**src/rtl/counter_updown_mod.sv**
```systemverilog
// Parametrised up/down modulo counter with enable, sync clear/load, wrap-or-saturate and flags.
// Latency: Count and Wrap update 1 cycle after Clr/Load/En; Tc is combinational on Count and Up.
// Backpressure: none; En is the only throttle and the counter holds its value while En is low.
module counter_updown_mod #(
    parameter int              WIDTH    = 4,
    parameter longint unsigned MOD      = 16,
    parameter bit              SAT_MODE = 1'b0
) (
    input  logic             Clk,
    input  logic             Rst_n,
    input  logic             En,
    input  logic             Up,
    input  logic             Clr,
    input  logic             Load,
    input  logic [WIDTH-1:0] Load_val,
    output logic [WIDTH-1:0] Count,
    output logic             Tc,
    output logic             Wrap
);

    // Refuse to elaborate with parameters the counter cannot honour.
    generate
        if (WIDTH < 1 || WIDTH > 32) begin : g_bad_width
            $error("counter_updown_mod: WIDTH must be in 1..32");
        end
        if (MOD < 2 || MOD > (64'd1 << WIDTH)) begin : g_bad_mod
            $error("counter_updown_mod: MOD must satisfy 2 <= MOD <= 2**WIDTH");
        end
    endgenerate

    // One extra bit keeps MOD-1 and the increment representable when MOD == 2**WIDTH.
    localparam logic [WIDTH:0] ONE   = {{WIDTH{1'b0}}, 1'b1};
    localparam logic [WIDTH:0] MAX_V = MOD[WIDTH:0] - ONE;

    logic [WIDTH-1:0] count_q, count_d;
    logic             wrap_q, wrap_d;

    logic [WIDTH:0]   count_ext;
    logic [WIDTH:0]   inc_v;
    logic [WIDTH:0]   dec_v;
    logic             at_top;
    logic             at_bottom;
    logic             unused_carry;

    assign count_ext    = {1'b0, count_q};
    assign inc_v        = count_ext + ONE;
    assign dec_v        = count_ext - ONE;
    assign at_top       = (count_ext == MAX_V);
    assign at_bottom    = (count_q == '0);
    // The carry/borrow bits are never needed: the end checks above catch both boundaries first.
    assign unused_carry = &{1'b0, inc_v[WIDTH], dec_v[WIDTH]};

    // Next-state: Clr beats Load beats En; Wrap only pulses on the edge that crosses an end.
    always_comb begin
        count_d = count_q;
        wrap_d  = 1'b0;
        if (Clr) begin
            count_d = '0;
        end else if (Load) begin
            if ({1'b0, Load_val} > MAX_V) begin
                count_d = MAX_V[WIDTH-1:0];
            end else begin
                count_d = Load_val;
            end
        end else if (En) begin
            if (Up) begin
                if (at_top) begin
                    if (!SAT_MODE) begin
                        count_d = '0;
                        wrap_d  = 1'b1;
                    end
                end else begin
                    count_d = inc_v[WIDTH-1:0];
                end
            end else begin
                if (at_bottom) begin
                    if (!SAT_MODE) begin
                        count_d = MAX_V[WIDTH-1:0];
                        wrap_d  = 1'b1;
                    end
                end else begin
                    count_d = dec_v[WIDTH-1:0];
                end
            end
        end
    end

    // State registers; reset clears count and any pending wrap pulse immediately.
    always_ff @(posedge Clk or negedge Rst_n) begin
        if (!Rst_n) begin
            count_q <= '0;
            wrap_q  <= 1'b0;
        end else begin
            count_q <= count_d;
            wrap_q  <= wrap_d;
        end
    end

    // Terminal count follows the current direction so cascades advance on the right end.
    always_comb begin
        Tc = Up ? at_top : at_bottom;
    end

    assign Count = count_q;
    assign Wrap  = wrap_q;

endmodule

```
**config.mk**
```make
export PLATFORM = sky130hd
export DESIGN_NAME = counter_updown_mod
export DESIGN_NICKNAME = d
export VERILOG_FILES = /design/src/rtl/counter_updown_mod.sv
export SDC_FILE = /design/constraint.sdc
export NUM_CORES = 1
export LEC_CHECK = 0
export BUFFER_PORTS_ARGS = -buffer_cell sky130_fd_sc_hd__buf_2
export CORE_AREA = 2 2 39 41
export DETAILED_ROUTE_END_ITERATION = 8
export DIE_AREA = 0 0 41 43
export MAX_ROUTING_LAYER = met4
export PLACE_DENSITY = 0.61
export SLEW_MARGIN = 20
export SYNTH_ARGS = -nofsm -noshare
export SYNTH_HDL_FRONTEND = slang
export SYNTH_SLANG_ARGS = --single-unit
```
**constraint.sdc**
```tcl
create_clock -name Clk -period 2.55 [get_ports Clk]
set_input_delay 0.3825 -clock Clk [delete_from_list [all_inputs] [get_ports Clk]]
set_output_delay 0.3825 -clock Clk [all_outputs]
set_load 0.01 [all_outputs]
```
* Word level (Yosys, flattened, before mapping)
Cells that the tools add are included.
** Word-level totals
- Register bits :: 5
- Bits in latches :: 0
- RAM bits :: 0
- Bits in read-only memories :: 0
- Output and inout port bits :: 6
- Word-level logic and storage cells :: 20
- Memories :: 0
** Operators by class
- Add/subtract/negate cells :: 2
- Multipliers :: 0
- Div/mod/pow operators :: 0
- $lt $le $gt $ge :: 0
- Eq/ne operators :: 1
- Shift operators :: 0
- Multiplexer cells :: 13
- Bitwise logic cells :: 0
- Reductions and logical operators :: 2
** Operator list (count)
- 4-bit 2-to-1 mux :: 6
- 1-bit 2-to-1 mux :: 7
- 4-bit by 1-bit adder with 4-bit output (second input constant) :: 1
- 4-bit == test (second input constant) :: 1
- 4-bit zero test :: 1
- 4-bit by 1-bit subtractor with 4-bit output (second input constant) :: 1
- 3-bit nonzero test :: 1

* Longest topological paths before layout
Gate-level depths: netlist of run 1.
- Depth after elaboration :: 6
- Gate-level depth with buffers :: 6
- Gate-level depth less buffers :: 6

* Worst setup path after synthesis of run 1
OpenSTA, ideal clock, no wires.
- Kind :: register to output
- Start :: register count_q[0] (netlist: Count[0])
- End :: output port Tc
- Arrival time :: 1288 ps
- Data required time :: 2168 ps
- Setup slack :: 879 ps
- Stages on the path, launching flop included :: 5
- Buffers on the path :: 0
- Cells stage by stage :: dfrtp_1 inv_1 ha_1 or4b_4 nand2_1
** On the way
- Word-level cells in the longest chain between the ends :: 2
** RTL lines
- start, declared :: line 35 : logic [WIDTH-1:0] count_q, count_d;
- start signal, assigned :: line 94 : count_q <= count_d;
- 4-bit == test or 4-bit zero test (tied branches) :: line 48, 49
- 1-bit 2-to-1 mux * :: line 101 : Tc = Up ? at_top : at_bottom;
- end, declared :: line 17 : output logic Tc,
Mark *: on every way between the ends. The rest lies on a longest branch, timed or not.

* Worst setup path after layout of run 1
Same ends and word-level chain as after synthesis.

==> results by group, run 1 <==
Run status
  • Outcome: completed

Power and ir drop
  • Comb pwr share: 26.6%
  • P_leak: 0.000266 µW
  • Sw frac: 29.4%
  • Clk pwr share: 35.1%
  • Internal power of the cells: 178 µW
  • Power Dens Cells: 477 mW/mm²
  • Sequential group share of total power: 38.3%
  • Peak supply drop: 0.238 mV
  • Net switching power figure: 74.0 µW

Drt
  • Total iterations of the first detailed-routing run: 4
  • Remaining routing DRC violations: 0
  • Top routing layer used: met3
  • Detail-routed net length per standard cell: 11.4 µm
  • Vias: 410
  • Iteration-0 DRC count of the detailed router: 11
  • Amount of wire on met3 after detailed routing: 32 µm
  • Number of vias per cell after detailed routing: 5.06
  • Routed length on met2: 443 µm
  • Wirelength, routed: 920 µm
  • Antenna violation net count after detailed routing: 0
  • Met1 wire length: 444 µm

Timing
  • Final clock skew: 0.00134 ns
  • PnR worst setup slack: 0.533 ns
  • Final total negative setup slack: 0 ns
  • Final Cycle Share: 79.1%
  • Max transition margin: 72.6%
  • Max Transition Viols Final: 0
  • Post-route minimum period: 2.02 ns
  • Count of endpoints failing hold in the final timing report: 0
  • Total of endpoints with negative setup slack in the final report: 0
  • FMAX: 496 MHz
  • RSZ-0062 raised after global routing: false
  • Worst Max-Slew Pin Slew: 0.401 ns

Logic synthesis
  • Yosys warns: 0
  • Post-synth EDFFs: 0
  • Sequential element share of the synthesized area: 30.6%
  • Most area-consuming cells after synthesis: sky130_fd_sc_hd__dfrtp_1 31%, sky130_fd_sc_hd__inv_1 6.4%, sky130_fd_sc_hd__a21oi_1 6.1%
  • Post-synthesis async set-or-reset flop share: 100%
  • Flip-flop and latch count after synthesis: 5
  • Number of instances in the synthesized netlist: 47
  • Top FF cell, synth: sky130_fd_sc_hd__dfrtp_1
  • Netlist Area Pre-Place: 409 µm²
  • Area share of the largest cell type after synthesis: 30.6%
  • Most numerous cell types in the synthesized netlist: 7 x sky130_fd_sc_hd__inv_1, 5 x sky130_fd_sc_hd__a21oi_1, 5 x sky130_fd_sc_hd__dfrtp_1, 3 x sky130_fd_sc_hd__nand2_1, 3 x sky130_fd_sc_hd__nor2_1
  • Syn Nets: 59
  • Mean instance size in the synthesized netlist: 8.71 µm²
  • Most frequent cell after synthesis: sky130_fd_sc_hd__inv_1
  • Cell variety after synth: 26
  • Library cell occupying the most area in the post-synthesis netlist: sky130_fd_sc_hd__dfrtp_1

Clock network
  • TritonCTS clock tree: done
  • Bufs on Longest Clock Path: 2
  • Number of sinks handled by clock tree synthesis: 5
  • Clock input transition at the sequential cells of the worst setup and hold paths: 0.04 ns
  • Post-CTS resize count: 0
  • Clock Root Buffer: sky130_fd_sc_hd__clkbuf_4
  • Clock buffers created by TritonCTS: 3
  • Post-CTS Setup Bufs: 0
  • Clock latency reported for the late side of the worst-skew pair: 0.24 ns
  • Number of buffers inserted by hold repair at cts: 1
  • H-tree lvl count: 1

Final layout
  • # diodes: 0
  • Number of fill cells in the layout: 159
  • Finished Cell Area: 528 µm²
  • Signed area change from the synthesized netlist to the final layout: 29.1%
  • Share of cells above drive strength 1: 32.3%
  • Net count of the finished layout: 78

Placement
  • Post-placement cell area: 492 µm²
  • Pre-CTS worst setup slack: 0.753 ns
  • Routability-driven placement congestion ratio: 0.729
  • Final HPWL from detailed placement: 734 µm
  • Port Buffer Count: 15

Worst setup path
  • Data required time at the worst endpoint: 2.17 ns
  • Highest net fanout along the worst path: 9
  • Crit Path Class: register to primary output
  • Data arrival time of the critical path: 1.63 ns
  • Critical Path Sink Type: primary output
  • Sort of element at the start of the critical path: register

Global routing
  • Total Routing Usage GR: 13.6%
  • Aggregate global routing overflow: 0
  • Largest net degree at the start of global routing: 11
  • Antenna violations before repair: 0
  • Via count of the first global-routing pass: 357
  • Wire length of the first global-routing pass: 1.52 mm

Floorplanning
  • Chip Width: 41 µm
  • Floorplan die height: 43 µm
  • Initial core utilization: 29.6%
  • Number of core rows: 14
  • Area of the die: 0.00176 mm²
  • CORE AREA: 0.00138 mm²
  • Top Ports: 16

Worst hold path
  • Class of the tightest hold or removal check: input pin to register

Flow run
  • Maxcap violations: 0
## sequential cells by signal, summed over array words and instances, names as in the netlist
signal  cells
Count       4
Wrap        1
## worst paths after layout
| kind | cells past startpoint | start | end | slack [ns] |
|---|---|---|---|---|
| worst max register to register | 6 | Count[0] | Count[0] | 0.75 |
| max in group asynchronous | 2 | Rst_n | Count[2] | 1.94 |
| worst min-delay path | 2 | Clr | Count[0] | 0.39 |
| worst max-delay path | 5 | Count[0] | Tc | 0.53 |
| worst min register to register | 2 | Count[2] | Wrap | 0.75 |
| min in group asynchronous | 2 | Rst_n | Count[3] | 0.49 |
## cell usage in the layout (no fill, tap or decap), drive strengths merged, types with 2 or more instances in the layout
cell	Yosys	layout
buf	2	15
inv	7	7
dfrtp	5	5
a21oi	5	5
clkbuf	0	4
nand2	3	3
nor2	3	3
mux2i	2	2
xnor2	2	2
ha	2	2
a2111oi	2	2
## worst max-delay path, stage by stage, from the launching register on
cell and delay [ns]:
sky130_fd_sc_hd__dfrtp_1 0.45, sky130_fd_sc_hd__inv_1 0.09, sky130_fd_sc_hd__ha_1 0.17, sky130_fd_sc_hd__or4b_4 0.49, sky130_fd_sc_hd__nand2_1 0.07, sky130_fd_sc_hd__buf_2 0.12
## layout make-up
| class | count | area (µm²) | share of cell area, % |
|---|---|---|---|
| clock buffers | 4 | 26.3 | 4.98 |
| inverters | 7 | 26.3 | 4.98 |
| multi-input cells | 33 | 245 | 46.4 |
| flip-flops and latches | 5 | 125 | 23.7 |
| well taps | 16 | 20.0 | 3.79 |
| repair buffers | 16 | 85.1 | 16.1 |
## metrics by stage
stage	hold WS, ns	std cells	total power (µW)	utilization (%)
after detailed placement	0.203	76	164	35.5
after floorplan	0.0869	47	140	-
after CTS	0.382	81	257	38.2
final	0.389	81	252	38.2
after global routing	0.387	81	275	38.2
after global placement	0.200	76	164	35.5
## logic make-up after synthesis
group                    synth area share [%]
AO/OA/AOI/OAI                            25.7
AND/OR/NAND/NOR                          19.0
buffers and inverters                    9.48
flip-flops                               30.6
XOR/XNOR                                 4.28
multiplexers                             4.89
adder cells (fa/ha/maj)                  6.12
## power groups by stage
stage	clock [µW]	sequential, µW	combinational (µW)
3_5_place_dp	0	97.4	66.2
6_report	88.3	96.5	67.0
5_1_grt	102	98.0	75.5
4_1_cts	92.7	96.4	67.6
2_1_floorplan	0	97.7	42.1
3_3_place_gp	0	97.5	66.1
## layer usage
metal	up-vias	GRT usage (%)
met5	-	-
met4	0	8.00
li1	207	-
met3	0	6.28
met1	194	16.6
met2	9	17.8
No activity file was read; power rests on OpenSTA's default activity.
==> run 2, diff against run 1 <==
--- a/config.mk
+++ b/config.mk
@@ -5,12 +5,13 @@
 export SDC_FILE = /design/constraint.sdc
 export NUM_CORES = 1
 export LEC_CHECK = 0
+export ABC_AREA = 1
 export BUFFER_PORTS_ARGS = -buffer_cell sky130_fd_sc_hd__buf_2
 export CORE_AREA = 2 2 39 41
 export DETAILED_ROUTE_END_ITERATION = 8
 export DIE_AREA = 0 0 41 43
 export MAX_ROUTING_LAYER = met4
-export PLACE_DENSITY = 0.61
+export PLACE_DENSITY = 0.65
 export SLEW_MARGIN = 20
 export SYNTH_ARGS = -nofsm -noshare
 export SYNTH_HDL_FRONTEND = slang
==> constraint.sdc (replaced) <==
create_clock -name Clk -period 1.7 [get_ports Clk]
set_input_delay 0.255 -clock Clk [delete_from_list [all_inputs] [get_ports Clk]]
set_output_delay 0.255 -clock Clk [all_outputs]
set_load 0.01 [all_outputs]
==> run 2 against run 1 <==
- core utilization increased by 6.0 points
- sequential cell count unchanged
- final area increased by 16%
- wire length increased by 23%
- worst hold slack got worse by 0.11 ns
- via count increased by 15%
- synthesized area increased by 6.4%
- largest power group is now combinational logic
- synthesized cell count increased by 32%
- clock power increased by 57%
- cell count increased by 23%
- first-iteration DRC count decreased by 27%
- setup slack got worse by 0.45 ns
==> results by group, run 2 <==
Final layout
  • Commonest cells after routing, fill and taps aside: 16 x sky130_fd_sc_hd__nand2_1, 14 x sky130_fd_sc_hd__buf_2, 8 x sky130_fd_sc_hd__nand3_1, 5 x sky130_fd_sc_hd__inv_1 (was 15 x sky130_fd_sc_hd__buf_2, 7 x sky130_fd_sc_hd__inv_1, 5 x sky130_fd_sc_hd__dfrtp_1, 5 x sky130_fd_sc_hd__a21oi_1)
  • Most common cell after layout, fill and taps aside: sky130_fd_sc_hd__nand2_1 (was sky130_fd_sc_hd__buf_2)
  • Signed area change from the synthesized netlist to the final layout: 40.2% (was 29.1%)
  • Number of fill cells in the layout: 145 (was 159)
  • Net count of the finished layout: 97 (was 78)
  • Non-filler instance count after layout: 100 (was 81)
  • Flip-flop count of the largest register after layout: 4 (unchanged)
  • Share of cells above drive strength 1: 42.9% (was 32.3%)
  • # diodes: 0 (unchanged)

Logic synthesis
  • Flip-flop and latch count after synthesis: 5 (unchanged)
  • Most numerous cell types in the synthesized netlist: 16 x sky130_fd_sc_hd__nand2_1, 8 x sky130_fd_sc_hd__inv_1, 8 x sky130_fd_sc_hd__nand3_1, 5 x sky130_fd_sc_hd__dfrtp_1, 4 x sky130_fd_sc_hd__o21ai_0 (was 7 x sky130_fd_sc_hd__inv_1, 5 x sky130_fd_sc_hd__a21oi_1, 5 x sky130_fd_sc_hd__dfrtp_1, 3 x sky130_fd_sc_hd__nand2_1, 3 x sky130_fd_sc_hd__nor2_1)
  • Most frequent cell after synthesis: sky130_fd_sc_hd__nand2_1 (was sky130_fd_sc_hd__inv_1)
  • Top FF cell, synth: sky130_fd_sc_hd__dfrtp_1 (unchanged)
  • Library cell occupying the most area in the post-synthesis netlist: sky130_fd_sc_hd__dfrtp_1 (unchanged)
  • Yosys warns: 0 (unchanged)
  • Number of instances in the synthesized netlist: 62 (was 47)
  • Sequential element share of the synthesized area: 28.7% (was 30.6%)
  • Syn Nets: 74 (was 59)
  • Area share of the largest cell type after synthesis: 28.7% (was 30.6%)
  • Post-synth EDFFs: 0 (unchanged)
  • Cell variety after synth: 20 (was 26)
  • Post-synthesis async set-or-reset flop share: 100% (unchanged)
  • Mean instance size in the synthesized netlist: 7.02 µm² (was 8.71 µm²)
  • Netlist Area Pre-Place: 435 µm² (was 409 µm²)
  • Most area-consuming cells after synthesis: sky130_fd_sc_hd__dfrtp_1 29%, sky130_fd_sc_hd__nand2_1 14%, sky130_fd_sc_hd__nand3_1 9.2% (was sky130_fd_sc_hd__dfrtp_1 31%, sky130_fd_sc_hd__inv_1 6.4%, sky130_fd_sc_hd__a21oi_1 6.1%)

Floorplanning
  • Initial core utilization: 31.5% (was 29.6%)
  • Chip Width: 41 µm (unchanged)
  • Number of core rows: 14 (unchanged)
  • CORE AREA: 0.00138 mm² (unchanged)
  • Area of the die: 0.00176 mm² (unchanged)
  • Top Ports: 16 (unchanged)
  • Floorplan die height: 43 µm (unchanged)

Worst setup path
  • Cell-by-cell listing of the critical path: inv_4, ha_4, inv_2, nor3_4, nand2_1, nand2_2, buf_6 (was inv_1, ha_1, or4b_4, nand2_1, buf_2)
  • Data required time at the worst endpoint: 1.44 ns (was 2.17 ns)
  • Sort of element at the start of the critical path: register (unchanged)
  • Largest stage delay on the critical path: 0.43 ns (was 0.49 ns)
  • Cell at the slowest stage of the critical path: sky130_fd_sc_hd__dfrtp_2 (was sky130_fd_sc_hd__or4b_4)
  • Crit Path Class: register to primary output (unchanged)
  • Worst path buffer plus inverter count: 3 (was 2)
  • Data arrival time of the critical path: 1.36 ns (was 1.63 ns)
  • Highest net fanout along the worst path: 4 (was 9)
  • Top Family by Delay on Critical Path: flip-flops (was simple AND/OR/NAND/NOR gates)
  • Critical Path Sink Type: primary output (unchanged)

Flow run
  • Maxcap violations: 0 (unchanged)

Global routing
  • Antenna violations before repair: 0 (unchanged)
  • Aggregate global routing overflow: 0 (unchanged)
  • Via count of the first global-routing pass: 404 (was 357)
  • Largest net degree at the start of global routing: 10 (was 11)
  • Wire length of the first global-routing pass: 1.61 mm (was 1.52 mm)
  • Total Routing Usage GR: 14.2% (was 13.6%)

Power and ir drop
  • P_leak: 0.000311 µW (was 0.000266 µW)
  • Peak supply drop: 0.180 mV (was 0.238 mV)
  • Power Dens Cells: 732 mW/mm² (was 477 mW/mm²)

Timing
  • Final Cycle Share: 95.1%
  • RSZ-0062 raised after global routing: false (unchanged)
  • Worst Max-Slew Pin Slew: 0.379 ns (was 0.401 ns)
  • Final total negative setup slack: 0 ns (unchanged)
  • FMAX: 618 MHz
  • Total of endpoints with negative setup slack in the final report: 0 (unchanged)
  • Max Transition Viols Final: 0 (unchanged)
  • Count of endpoints failing hold in the final timing report: 0 (unchanged)
  • Post-route minimum period: 1.62 ns
  • Max transition margin: 74.8% (was 72.6%)
  • Final clock skew: 0.00465 ns (was 0.00134 ns)

Clock network
  • Clock Root Buffer: sky130_fd_sc_hd__clkbuf_4 (unchanged)
  • TritonCTS clock tree: done (unchanged)
  • Number of sinks handled by clock tree synthesis: 5 (unchanged)
  • Clock buffers created by TritonCTS: 3 (unchanged)
  • Clock latency reported for the late side of the worst-skew pair: 0.24 ns (about the same)
  • H-tree lvl count: 1 (unchanged)
  • Bufs on Longest Clock Path: 2 (unchanged)
  • Clock input transition at the sequential cells of the worst setup and hold paths: 0.05 ns (was 0.04 ns)

Worst hold path
  • Class of the tightest hold or removal check: input pin to register (unchanged)

Placement
  • Routability-driven placement congestion ratio: 0.925 (was 0.729)
  • Final HPWL from detailed placement: 804 µm (was 734 µm)
  • Placed cell count: 91 (was 76)
  • Port Buffer Count: 15 (unchanged)

Drt
  • Wirelength, routed: 1.13 mm (was 920 µm)
  • Detail-routed net length per standard cell: 11.3 µm (was 11.4 µm)
  • Number of vias per cell after detailed routing: 4.70 (was 5.06)
  • Remaining routing DRC violations: 0 (unchanged)
  • Vias: 470 (was 410)
  • Iteration-0 DRC count of the detailed router: 8 (was 11)
  • Total iterations of the first detailed-routing run: 4 (unchanged)
  • Antenna violation net count after detailed routing: 0 (unchanged)

Run status
  • Outcome: completed (unchanged)
==> run 2: cell count changes in the layout (fill, tap and decap cells not counted), moves of 3 or more <==
cell / change
sky130_fd_sc_hd__nand3_1: +8
sky130_fd_sc_hd__o21ai_0: +3
sky130_fd_sc_hd__buf_4: +4
sky130_fd_sc_hd__nand2_1: +13
sky130_fd_sc_hd__a21oi_1: -4
==> run 2: worst min-delay path, cell delays in order <==
cell and delay, ns:
sky130_fd_sc_hd__buf_2 0.12, sky130_fd_sc_hd__nand2_1 0.06, sky130_fd_sc_hd__nor2_1 0.05
==> run 2: what timing repair did <==
| item | 4_1_cts | 5_1_grt |
|---|---|---|
| gates resized for setup | 2 | 8 |
| pin swaps | 0 | 2 |
| hold buffers | 1 | 0 |
| endpoints found under the hold margin | 5 | 0 |
| buffers inserted | 0 | 4 |
| setup endpoints to repair | 1 | 1 |
==> run 2: power breakdown <==
part	total [µW]	switching (µW)	internal, µW
Clock	139	50.0	88.8
Sequential	152	22.1	130
Combinational	156	81.1	74.4
==> run 2: area by class of cell <==
type,count,area (µm²),share of cell area (%)
Multi-Input combinational cell,47,283,46.3
Inverter,8,32.5,5.33
Timing Repair Buffer,20,121,19.9
Clock buffer,4,26.3,4.30
Sequential cell,5,128,20.9
Tap cell,16,20.0,3.28
==> run 2: logic make-up (layout without fill, tap and decap cells) <==
group / count (synthesis) / after routing / synth area share, %
buffers and inverters: 10 / 32 / 10.6
and+or+nand+nor: 36 / 36 / 42.8
adders and majority gates: 2 / 2 / 5.75
DFF: 5 / 5 / 28.7
AOI/OAI and AO/OA: 9 / 9 / 12.1
==> run 2: worst paths after layout <==
path                            endpoint  slack, ns     start  cells after the start
worst min-delay path                Wrap       0.28        En                      3
worst max-delay path                  Tc       0.08  Count[0]                      7
worst max register to register  Count[2]       0.32  Count[1]                      8
min in group asynchronous           Wrap       0.36     Rst_n                      2
max in group asynchronous       Count[0]       1.19     Rst_n                      2
worst min register to register  Count[1]       0.62  Count[1]                      2
==> run 2: metal layers <==
layer	part of all wire, %	track usage [%]	routed length (µm)	vias to the layer above
li1	-	-	-	246
met1	44	16.6	500	211
met2	52	22.2	593	13
met3	3.2	0	36	0
met4	0	10.0	0	0
met5	0	-	0	-
==> run 2: per-stage QoR <==
| stage | instance area [µm²] | worst slack [ns] | hold slack (ns) | util [%] | power, µW |
|---|---|---|---|---|---|
| final | 611 | 0.0830 | 0.282 | 44.1 | 447 |
| after global routing | 611 | 0.00616 | 0.295 | 44.1 | 483 |
| after CTS | 552 | 0.0200 | 0.266 | 39.9 | 420 |
| after detailed placement | 514 | 0.245 | 0.0789 | 37.2 | 271 |
| after global placement | 514 | 0.249 | 0.0692 | 37.2 | 270 |
| after floorplan | 435 | 0.391 | -0.0406 | - | 234 |
==> run 3, diff against run 2 <==
--- a/config.mk
+++ b/config.mk
@@ -10,8 +10,8 @@
 export CORE_AREA = 2 2 39 41
 export DETAILED_ROUTE_END_ITERATION = 8
 export DIE_AREA = 0 0 41 43
+export GPL_TIMING_DRIVEN = 0
 export MAX_ROUTING_LAYER = met4
-export PLACE_DENSITY = 0.65
 export SLEW_MARGIN = 20
 export SYNTH_ARGS = -nofsm -noshare
 export SYNTH_HDL_FRONTEND = slang
==> run 3 against run 2 <==
- power decreased by 0.25%
- final area increased by 1.6%
- setup slack worse by 0.048 ns
- first-iteration DRC count up 25%
- via count rose by 0.64%
- die area stayed put
- non-clock buffer count increased by 1
- sequential power fell by 5%
- core utilization increased by 0.72 points
==> results by group, run 3 (synthesized netlist as in run 2, its figures left out) <==
Run status
  • Outcome: completed (unchanged)

Final layout
  • # diodes: 0 (unchanged)
  • Fin util: 44.8% (was 44.1%)
  • Storage cell area: 126 µm² (was 128 µm²)
  • Most common cell after layout, fill and taps aside: sky130_fd_sc_hd__nand2_1 (unchanged)
  • Finished Cell Area: 621 µm² (was 611 µm²)
  • Net count of the finished layout: 98 (was 97)
  • Flip-flop count of the largest register after layout: 4 (unchanged)
  • Signed area change from the synthesized netlist to the final layout: 42.5% (was 40.2%)
  • Number of fill cells in the layout: 148 (was 145)
  • Area of combinational cells with multiple inputs: 283 µm² (unchanged)
  • Commonest cells after routing, fill and taps aside: 16 x sky130_fd_sc_hd__nand2_1, 14 x sky130_fd_sc_hd__buf_2, 8 x sky130_fd_sc_hd__nand3_1, 5 x sky130_fd_sc_hd__inv_1 (unchanged)
  • Share of cells above drive strength 1: 42.4% (was 42.9%)

Timing
  • PnR worst setup slack: 0.0352 ns (was 0.0830 ns)
  • FMAX: 601 MHz (was 618 MHz)
  • Final clock skew: 0.00104 ns (was 0.00465 ns)
  • Post-route minimum period: 1.66 ns (was 1.62 ns)
  • Count of endpoints failing hold in the final timing report: 0 (unchanged)
  • Worst Max-Slew Pin Slew: 0.306 ns (was 0.379 ns)
  • Max Transition Viols Final: 0 (unchanged)
  • Total of endpoints with negative setup slack in the final report: 0 (unchanged)
  • Final Cycle Share: 97.9% (was 95.1%)
  • Max transition margin: 79.6% (was 74.8%)
  • RSZ-0062 raised after global routing: true (was false)

Power and ir drop
  • Power Dens Cells: 718 mW/mm² (was 732 mW/mm²)
  • P_leak: 0.000317 µW (was 0.000311 µW)
  • Peak supply drop: 0.205 mV (was 0.180 mV)

Clock network
  • H-tree lvl count: 1 (unchanged)
  • TritonCTS clock tree: done (unchanged)
  • Number of sinks handled by clock tree synthesis: 5 (unchanged)
  • Clock input transition at the sequential cells of the worst setup and hold paths: 0.04 ns (was 0.05 ns)
  • Bufs on Longest Clock Path: 2 (unchanged)
  • Clock buffers created by TritonCTS: 3 (unchanged)
  • Clock latency reported for the late side of the worst-skew pair: 0.23 ns (was 0.24 ns)
  • Clock Root Buffer: sky130_fd_sc_hd__clkbuf_4 (unchanged)

Worst hold path
  • Hold Path Depth: 3 (unchanged)
  • Beginning of the worst hold path: En (unchanged)
  • Class of the tightest hold or removal check: input pin to register (unchanged)
  • Worst min-delay path endpoint: Wrap (unchanged)

Drt
  • Wirelength, routed: 1.02 mm (was 1.13 mm)
  • Iteration-0 DRC count of the detailed router: 10 (was 8)
  • Vias: 473 (was 470)
  • Total iterations of the first detailed-routing run: 4 (unchanged)
  • Detail-routed net length per standard cell: 10.1 µm (was 11.3 µm)
  • Number of vias per cell after detailed routing: 4.68 (was 4.70)
  • Antenna violation net count after detailed routing: 0 (unchanged)
  • Remaining routing DRC violations: 0 (unchanged)

Worst setup path
  • Critical Path Sink Type: primary output (unchanged)
  • Data arrival time of the critical path: 1.41 ns (was 1.36 ns)
  • Sort of element at the start of the critical path: register (unchanged)
  • Source of the worst register-to-register timing path: Count[0] (was Count[1])
  • R2R Setup Slk: 0.31 ns (was 0.32 ns)
  • Worst Reg2Reg Path Length in Cells: 9 (was 8)
  • Highest net fanout along the worst path: 5 (was 4)
  • Crit Path Class: register to primary output (unchanged)
  • Critical R2R Capture: Count[0] (was Count[2])
  • Data required time at the worst endpoint: 1.44 ns (about the same)

Global routing
  • Largest net degree at the start of global routing: 10 (unchanged)
  • Via count of the first global-routing pass: 404 (unchanged)
  • Wire length of the first global-routing pass: 1.53 mm (was 1.61 mm)
  • Aggregate global routing overflow: 0 (unchanged)
  • Total Routing Usage GR: 12.9% (was 14.2%)
  • Antenna violations before repair: 0 (unchanged)

Placement
  • Routability-driven placement congestion ratio: 0.820 (was 0.925)
  • Final HPWL from detailed placement: 742 µm (was 804 µm)
  • Post-placement cell area: 526 µm² (was 514 µm²)
  • Pre-CTS worst setup slack: 0.233 ns (was 0.245 ns)
  • Port Buffer Count: 14 (was 15)

Floorplanning
  • CORE AREA: 0.00138 mm² (unchanged)
  • Floorplan die height: 43 µm (unchanged)
  • Area of the die: 0.00176 mm² (unchanged)
  • Chip Width: 41 µm (unchanged)
  • Initial core utilization: 31.5% (unchanged)
  • Number of core rows: 14 (unchanged)
  • Top Ports: 16 (unchanged)

Flow run
  • Maxcap violations: 0 (unchanged)
-- run 3: layout make-up --
type,instances,share of cell area (%)
multi-input combinational,47,45.6
sequential,5,20.4
buffer,2,2.62
clock buffer,4,4.23
timing repair buffer,19,18.8
inverter,8,5.24
tap,16,3.23
-- run 3: through the flow --
step                      setup TNS (ns)  total power (µW)  std cells  hold slack (ns)
after detailed placement               0               277         92           0.0692
final                                  0               446        101            0.280
after CTS                              0               415         97            0.268
after floorplan                        0               234         62          -0.0406
after global placement                 0               275         92           0.0702
after global routing             -0.0414               488        101            0.286
-- run 3: routing by layer --
metal	global-route usage, %	wire length, µm	vias up
li1	-	-	249
met1	16.3	473	211
met2	18.8	491	11
met3	1.57	36	2
met4	8.00	16	0
met5	-	0	-
-- run 3: power by group --
group / internal (µW) / leakage, µW / switching [µW]
clock: 88.3 / 0.0000150 / 41.6
sequential: 130 / 0.0000637 / 14.8
combinational: 81.5 / 0.000238 / 89.4
total: 300 / 0.000317 / 146
-- run 3: worst max path at each step --
stage	from	endpoint	slack [ns]	cells past startpoint
3_5_place_dp	Count[0]	Tc	0.23	7
4_1_cts	Count[1]	Tc	0.004	7
3_3_place_gp	Count[0]	Tc	0.25	7
5_1_grt	Count[0]	Tc	-0.04	7
2_1_floorplan	Count[1]	Count[1]	0.39	6
6_report	Count[0]	Tc	0.04	7
-- run 3: critical path, cell delays in order, from the launching register on --
cell	delay, ns
sky130_fd_sc_hd__dfrtp_1	0.40
sky130_fd_sc_hd__inv_2	0.12
sky130_fd_sc_hd__ha_4	0.15
sky130_fd_sc_hd__inv_4	0.04
sky130_fd_sc_hd__nor3_4	0.15
sky130_fd_sc_hd__nand2_1	0.11
sky130_fd_sc_hd__nand2_2	0.10
sky130_fd_sc_hd__buf_6	0.10
-- run 3: what timing repair did --
item	4_1_cts	5_1_grt
setup endpoints to repair	1	1
buffers inserted	0	4
hold endpoints to repair	5	0
pin swaps	0	4
resized for setup	2	7
hold buffers	1	0
